==> src/rtl/nibble_serial_subtractor.sv <==
// Serial WIDTH-bit subtractor: diff = a - b - borrowin, one nibble per clock,
// LSB nibble first, with valid/ready handshakes on both the operand and result sides.
module nibble_serial_subtractor #(
  parameter int WIDTH = 16
) (
  input  logic             clk,
  input  logic             rst,
  input  logic             in_valid,
  output logic             in_ready,
  input  logic [WIDTH-1:0] a,
  input  logic [WIDTH-1:0] b,
  input  logic             borrowin,
  output logic             out_valid,
  input  logic             out_ready,
  output logic [WIDTH-1:0] diff,
  output logic             borrowout
);

  localparam int NIB = WIDTH / 4;
  localparam int CW  = (NIB > 1) ? $clog2(NIB) : 1;

  typedef enum logic [1:0] {
    IDLE,
    RUN,
    DONE
  } state_e;

  state_e           state_q, state_d;
  logic [WIDTH-1:0] a_q, a_d;
  logic [WIDTH-1:0] b_q, b_d;
  logic [WIDTH-1:0] res_q, res_d;
  logic [WIDTH-1:0] diff_q, diff_d;
  logic             bin_q, bin_d;
  logic             bout_q, bout_d;
  logic [CW-1:0]    cnt_q, cnt_d;
  logic [4:0]       step;
  logic [WIDTH-1:0] shifted;

  always_ff @(posedge clk) begin
    if (!rst) begin
      state_q <= IDLE;
      a_q     <= '0;
      b_q     <= '0;
      res_q   <= '0;
      diff_q  <= '0;
      bin_q   <= 1'b0;
      bout_q  <= 1'b0;
      cnt_q   <= '0;
    end else begin
      state_q <= state_d;
      a_q     <= a_d;
      b_q     <= b_d;
      res_q   <= res_d;
      diff_q  <= diff_d;
      bin_q   <= bin_d;
      bout_q  <= bout_d;
      cnt_q   <= cnt_d;
    end
  end

  // The operand registers shift right so the active nibble is always at [3:0];
  // result nibbles enter from the MSB end so nibble 0 lands at the bottom.
  always_comb begin
    state_d = state_q;
    a_d     = a_q;
    b_d     = b_q;
    res_d   = res_q;
    diff_d  = diff_q;
    bin_d   = bin_q;
    bout_d  = bout_q;
    cnt_d   = cnt_q;
    step    = {1'b0, a_q[3:0]} - {1'b0, b_q[3:0]} - {4'b0000, bin_q};
    shifted = {step[3:0], res_q[WIDTH-1:4]};

    case (state_q)
      IDLE: begin
        if (in_valid && in_ready) begin
          a_d     = a;
          b_d     = b;
          bin_d   = borrowin;
          res_d   = '0;
          cnt_d   = '0;
          state_d = RUN;
        end
      end
      RUN: begin
        a_d   = a_q >> 4;
        b_d   = b_q >> 4;
        res_d = shifted;
        bin_d = step[4];
        cnt_d = cnt_q + 1'b1;
        if (cnt_q == CW'(NIB - 1)) begin
          diff_d  = shifted;
          bout_d  = step[4];
          state_d = DONE;
        end
      end
      DONE: begin
        if (out_ready) begin
          state_d = IDLE;
        end
      end
      default: state_d = IDLE;
    endcase
  end

  assign in_ready  = rst && (state_q == IDLE);
  assign out_valid = (state_q == DONE);
  assign diff      = diff_q;
  assign borrowout = bout_q;

endmodule

==> config.mk <==
export PLATFORM = sky130hd
export DESIGN_NAME = nibble_serial_subtractor
export DESIGN_NICKNAME = d
export VERILOG_FILES = /design/src/rtl/nibble_serial_subtractor.sv
export SDC_FILE = /design/constraint.sdc
export NUM_CORES = 1
export LEC_CHECK = 0
export ABC_AREA = 1
export BUFFER_PORTS_ARGS = -buffer_cell sky130_fd_sc_hd__buf_2
export CAP_MARGIN = 30
export CORE_MARGIN = 2
export CORE_UTILIZATION = 45
export DETAILED_ROUTE_END_ITERATION = 8
export PLACE_DENSITY = 0.76
export SETUP_SLACK_MARGIN = 0.3
export SLEW_MARGIN = 20
export SYNTH_ARGS = -nofsm -noshare
export SYNTH_HDL_FRONTEND = slang
export SYNTH_SLANG_ARGS = --single-unit
==> constraint.sdc <==
create_clock -name clk -period 1.6 [get_ports clk]
set_input_delay 0.16 -clock clk [delete_from_list [all_inputs] [get_ports clk]]
set_output_delay 0.16 -clock clk [all_outputs]
set_load 0.01 [all_outputs]
==> metrics.cfg, run 1 <==
[clock_tree]
hold_buffers = 0
clk_latency_ns = 0.35
cts_buffers = 9
cts_root_buf = clkbuf_8
cts.sink_count = 66
cts_tree = built
h-tree-depth = 3
clk_path_buf_depth = 2
clk_pin_slew_worst_paths_ns = 0.07

[detailed_routing]
drt.antenna.violating_nets = 0
wirelength_microns = 8530
detail_route.first_pass.iterations = 5
wl_per_cell_microns = 15.3
routed_via_density = 5.30
drc = 0
drt_iter0_drc = 253
vias = 2953

[global_routing]
antenna_found_initial = 0
grtUsageTotal_pct = 18.5
grt_pass1_wl_microns = 10600
gr-total-overflow = 0
grt_max_degree = 38
grt_pass1_vias = 2510

[synthesis]
synth_top_family_by_area = simple AND/OR/NAND/NOR gates
synth_top_area_share_pct = 46.6
synth_top_cells_by_count = nand2_1, dfxtp_1, nor2_1
synth.top_cells.by_area = dfxtp_1, nand2_1, nor2_1
synth_compound_area_share_pct = 15.0
yosysUniqueCellTypes = 28
yosysSeqAreaShare_pct = 46.6
synth_mux_area_share_pct = 0
synth_async_sr_flop_share_pct = 0
syn_area_sq_mm = 0.00284
synth_edf_count = 0
synth_xor_area_share_pct = 0
yosys.cell_count.top_type = nand2_1
syn_nets = 437
avgSynthCellArea_sq_um = 7.21
synth-seq-cells = 66
synthCells = 393
synthAdderAreaFrac_pct = 3.62
yosys.area_share.simple_pct = 26.6
yosysWarnings = 0
yosysTopAreaCell = dfxtp_1
synth_top_flop_cell = dfxtp_1

[power]
combPwrFrac_pct = 23.3
swShare_pct = 31.9
power_frac_seq_pct = 44.6
clkPwrFrac_pct = 32.1
worst_ir_drop_vdd_uv = 666
cellPowerDensity_mw_per_mm2 = 975
p_leak_nw = 1.82
p_int_mw = 2.75
p_switching_mw = 1.29
finalPower_mw = 4.04

[die]
fp.dieW_microns = 83.4
ios = 56
die_area_sq_mm = 0.00695
initial_core_util_pct = 47.3
num_rows = 28
fp.dieH_microns = 83.4
fp.coreArea_sq_mm = 0.00599

[run]
maxCapViolCount = 0

[placed_design]
place.gp.congestion = 0.817
dp_slack_ns = -0.123
placedCellCount = 512
io_buffers = 55
dpl.hpwl_microns = 4110

[sta]
finClkSkew_ns = 0.00606
slew_headroom_pct = 79.7
fmax_mhz = 541
worst_slack_ns = -0.248
rsz0062_at_grt = true
finalCriticalPeriod_ns = 1.85
slew_violations = 0
worst-slew-pin-transition_ns = 0.304
final_hold_viol_count = 0
setup_violations = 5
final.setup.tns_ns = -0.787
period_share_pct = 115

[worst_setup_path]
regToRegStartpoint = a_q[0]
r2r_slack_ns = -0.25
worst_ep_arrival_time_ns = 2.10
cp-endpoint = bin_q
end_kind = register
critPathLaunch = a_q[0]
cp-start-kind = register
ff2ff_path_depth = 10
critPathRequiredTime_ns = 1.85
rr_endpoint = bin_q
path_max_fanout = 2
crit_type = reg -> reg

[final_layout]
nets = 521
layoutNonFillerInstCount = 557
diodes = 0
area_delta_synth_final_pct = 46.2
fin_util_pct = 69.2
drive_above_1_share_pct = 38.0

[worst_hold_path]
worstHoldPathType = in -> reg

[run_status]
violations = setup timing
status = finished, violations left

how the worst min path moves through the flow:
stage                          from          to  slack [ns]  cells past startpoint
after floorplan           out_ready  state_q[1]        0.33                      3
after global placement    out_ready  state_q[1]        0.42                      4
after detailed placement  out_ready  state_q[1]        0.43                      4
after CTS                 out_ready  state_q[1]        0.06                      4
after global routing      out_ready  state_q[1]        0.07                      4
final                     out_ready  state_q[1]        0.06                      4
metrics by stage:
stage / area [sq um] / hold slack [ns]
3_3_place_gp: 3160 / 0.421
3_5_place_dp: 3160 / 0.433
6_report: 4150 / 0.0608
4_1_cts: 3370 / 0.0625
5_1_grt: 4150 / 0.0667
2_1_floorplan: 2850 / 0.327
final cells by class:
type | count | area, sq um
Fill cell | 438 | 1850
Multi-Input combinational cell | 278 | 1530
Sequential cell | 66 | 1330
Timing Repair Buffer | 84 | 727
Inverter | 30 | 180
Clock buffer | 10 | 138
Timing Repair inverter | 8 | 108
Tap cell | 75 | 93.8
Clock inverter | 6 | 41.3
worst max-delay path, stage by stage (launching register included):
cell     delay (ns)
dfxtp_1        0.34
fa_2           0.43
fa_2           0.35
inv_2          0.06
nand2_2        0.06
nand2_2        0.07
nand3_1        0.09
nand3_1        0.14
nand3_1        0.09
nand2_1        0.08
inv_1          0.05
repair_timing:
item	in CTS	in global routing
pin swaps	4	45
setup endpoints to repair	60	63
buffers inserted	0	13
cloned	0	16
resized for setup	10	136
power by group through the flow:
stage                     Sequential (mW)  Clock, mW  Combinational [mW]
after floorplan                      1.81          0               0.406
after global placement               1.82          0               0.522
after detailed placement             1.82          0               0.537
after CTS                            1.79       1.29               0.556
after global routing                 1.81       1.39                1.01
final                                1.80       1.30               0.940
placed cells by master, fill, tap and decap left out, types with 7 or more instances in the layout:
cell type,instances
nand2_1,100
dfxtp_1,62
buf_2,55
nor2_1,41
a21oi_1,35
inv_1,23
o21ai_2,20
nand2_2,19
o21ai_1,15
clkbuf_8,10
o21ai_0,7
nor2_2,7
buf_6,7
buf_4,7
buf_12,7
registers in the layout, summed over array words and instances (netlist names):
signal,cells
borrowout,1
cnt_q,2
a_q,16
res_q,12
b_q,16
state_q,2
diff,16
bin_q,1
layer usage:
metal  GRT usage [%]  routed length, microns  up-vias
li1                -                       -     1426
met1            21.2                    3330     1373
met2            32.5                    4360      124
met3            4.67                     539       30
met4            8.20                     300        0
met5               0                       0        -
kinds of logic after synthesis:
family                     Yosys count
DFF                                 66
adders and majority gates            7
buffers and inverters               50
and+or+nand+nor                    187
AOI/OAI and AO/OA                   83
Note: power is estimated with default switching activity, not from simulation.
==> inputs of run 2 (changes only) <==
--- a/config.mk
+++ b/config.mk
@@ -12,7 +12,7 @@
 export CORE_UTILIZATION = 45
 export DETAILED_ROUTE_END_ITERATION = 8
 export PLACE_DENSITY = 0.76
-export SETUP_SLACK_MARGIN = 0.3
+export SETUP_SLACK_MARGIN = 0.1
 export SLEW_MARGIN = 20
 export SYNTH_ARGS = -nofsm -noshare
 export SYNTH_HDL_FRONTEND = slang
==> run 2 against run 1 <==
  * The run still ends with setup timing left
  * Clock power grew 22%
  * Non-clock buffer count shrank 17
  * Combinational power shrank 37%
  * First-iteration DRC count shrank 53%
  * Global-route usage shrank 0.28 points
  * Sequential power is essentially flat
  * Wire length shrank 29%
  * Die area is the same
  * Largest cell class unchanged
==> metrics.cfg, run 2 (synthesized netlist as in run 1, its figures left out) <==
[clock_tree]
cts_root_buf = clkbuf_8
cts_tree = built
hold_buffers = 0  ; unchanged
clk_pin_slew_worst_paths_ns = 0.07  ; about the same
cts_buffers = 9  ; unchanged
clk_path_buf_depth = 2  ; unchanged
h-tree-depth = 3  ; unchanged
clk_latency_ns = 0.35  ; about the same
cts.sink_count = 66  ; unchanged

[global_routing]
grtUsageTotal_pct = 18.2  ; -0.28 points
gr-total-overflow = 0  ; unchanged
grt_pass1_wl_microns = 10400  ; -2.1%
grt_max_degree = 38  ; unchanged
antenna_found_initial = 0  ; unchanged
grt_pass1_vias = 2448  ; -2.5%

[placed_design]
dpl.hpwl_microns = 4010  ; -2.4%
placedCellCount = 513  ; +0.20%
place_area_sq_mm = 0.00318  ; +0.63%
io_buffers = 55  ; unchanged
dp_slack_ns = -0.129  ; -0.00680 ns
place.gp.congestion = 0.806  ; -1.4%

[final_layout]
layout_commonest_cell = nand2_1
layoutNonFillerInstCount = 531  ; -4.7%
area_delta_synth_final_pct = 22.2
final_cell_mix = nand2_1, dfxtp_1, buf_2, nor2_1, a21oi_1
final_area_sq_mm = 0.00347  ; -16%
diodes = 0  ; unchanged
drive_above_1_share_pct = 23.9  ; -14 points
nets = 495  ; -5.0%

[sta]
worst_slack_ns = -0.136  ; +0.112 ns
finalCriticalPeriod_ns = 1.74  ; -0.112 ns
slew_violations = 0  ; unchanged
finClkSkew_ns = 0.00791  ; +0.00186 ns
slew_headroom_pct = 75.7  ; -4.0 points
period_share_pct = 109  ; -7.0 points
rsz0062_at_grt = true
fmax_mhz = 576  ; +6.4%
final.setup.tns_ns = -0.688  ; +0.0991 ns
setup_violations = 6  ; +1
final_hold_viol_count = 0  ; unchanged
worst-slew-pin-transition_ns = 0.364  ; +0.0607 ns

[worst_setup_path]
worst_ep_arrival_time_ns = 2.02  ; -0.08 ns
crit_type = reg -> reg
rr_endpoint = bin_q
regToRegStartpoint = bin_q
cp-start-kind = register
path_max_fanout = 2  ; unchanged
r2r_slack_ns = -0.14  ; +0.11 ns
critPathRequiredTime_ns = 1.89  ; +0.04 ns
ff2ff_path_depth = 12  ; +2
end_kind = register

[die]
fp.dieW_microns = 83.4  ; unchanged
die_area_sq_mm = 0.00695  ; unchanged
fp.coreArea_sq_mm = 0.00599  ; unchanged
initial_core_util_pct = 47.3  ; unchanged
ios = 56  ; unchanged
fp.dieH_microns = 83.4  ; unchanged
num_rows = 28  ; unchanged

[detailed_routing]
drt.antenna.violating_nets = 0  ; unchanged
wl_per_cell_microns = 11.4  ; -26%
drt_iter0_drc = 119  ; -53%
detail_route.first_pass.iterations = 4  ; -1
wirelength_microns = 6050  ; -29%
vias = 2597  ; -12%
drc = 0  ; unchanged
routed_via_density = 4.89  ; -7.7%

[power]
worst_ir_drop_vdd_uv = 840  ; +26%
cellPowerDensity_mw_per_mm2 = 1140  ; +17%
p_leak_nw = 1.59  ; -13%
finalPower_mw = 3.97  ; -1.8%

[worst_hold_path]
hold_path_startpoint = out_ready
holdPathStages = 4  ; unchanged
worstHoldEndpoint = state_q[1]
worstHoldPathType = in -> reg

[run_status]
violations = setup timing
status = finished, violations left

[run]
maxCapViolCount = 0  ; unchanged

==> run 2: worst max path at each step <==
stage	from	end	slack, ns	cells after the start
after global placement	bin_q	bin_q	-0.09	11
after floorplan	bin_q	bin_q	-0.03	11
final	bin_q	bin_q	-0.14	12
after detailed placement	bin_q	bin_q	-0.13	11
after global routing	bin_q	bin_q	-0.23	12
after CTS	b_q[0]	bin_q	-0.13	11
==> run 2: per-layer routing <==
| layer | wire [microns] | vias up | track usage (%) |
|---|---|---|---|
| li1 | - | 1357 | - |
| met1 | 2790 | 1161 | 21.2 |
| met2 | 2890 | 67 | 31.5 |
| met3 | 274 | 12 | 4.17 |
| met4 | 97 | 0 | 8.94 |
| met5 | 0 | - | 0 |
==> run 2: final cells by class <==
cell class                 instances  area (sq um)
clock buffer                       9           124
clock inverter                     7           101
fill                             563          2520
inverter                          30           118
multi-input combinational        277          1330
sequential                        66          1330
tap                               75          93.8
timing repair buffer              67           378
==> run 2: critical path, cell delays in order (launching register included) <==
cell,delay (ns)
dfxtp_2,0.33
inv_2,0.04
fa_2,0.38
fa_2,0.35
inv_2,0.06
nand2_2,0.05
nand2_2,0.07
nand2_1,0.05
nand2_1,0.08
nand3_1,0.08
nand3_1,0.09
nand2_1,0.05
inv_1,0.04
==> run 2: timing repair <==
item / in CTS / in global routing
setup buffers: 0 / 2
hold endpoints to repair: 0 / 0
pin swaps: 6 / 5
setup endpoints to repair: 8 / 43
resized for setup: 4 / 9
==> run 2: per-stage QoR <==
stage               hold WS (ns)  utilization [%]
floorplan                  0.327                -
global placement           0.425             53.2
detailed placement         0.427             53.2
CTS                       0.0571             57.1
global route              0.0757             57.9
finish                    0.0657             57.9
==> run 2: power breakdown <==
group / switching (mW) / internal (mW) / total, mW
Clock: 0.693 / 0.893 / 1.59
Combinational: 0.354 / 0.242 / 0.596
Sequential: 0.0482 / 1.74 / 1.79
Total: 1.09 / 2.87 / 3.97
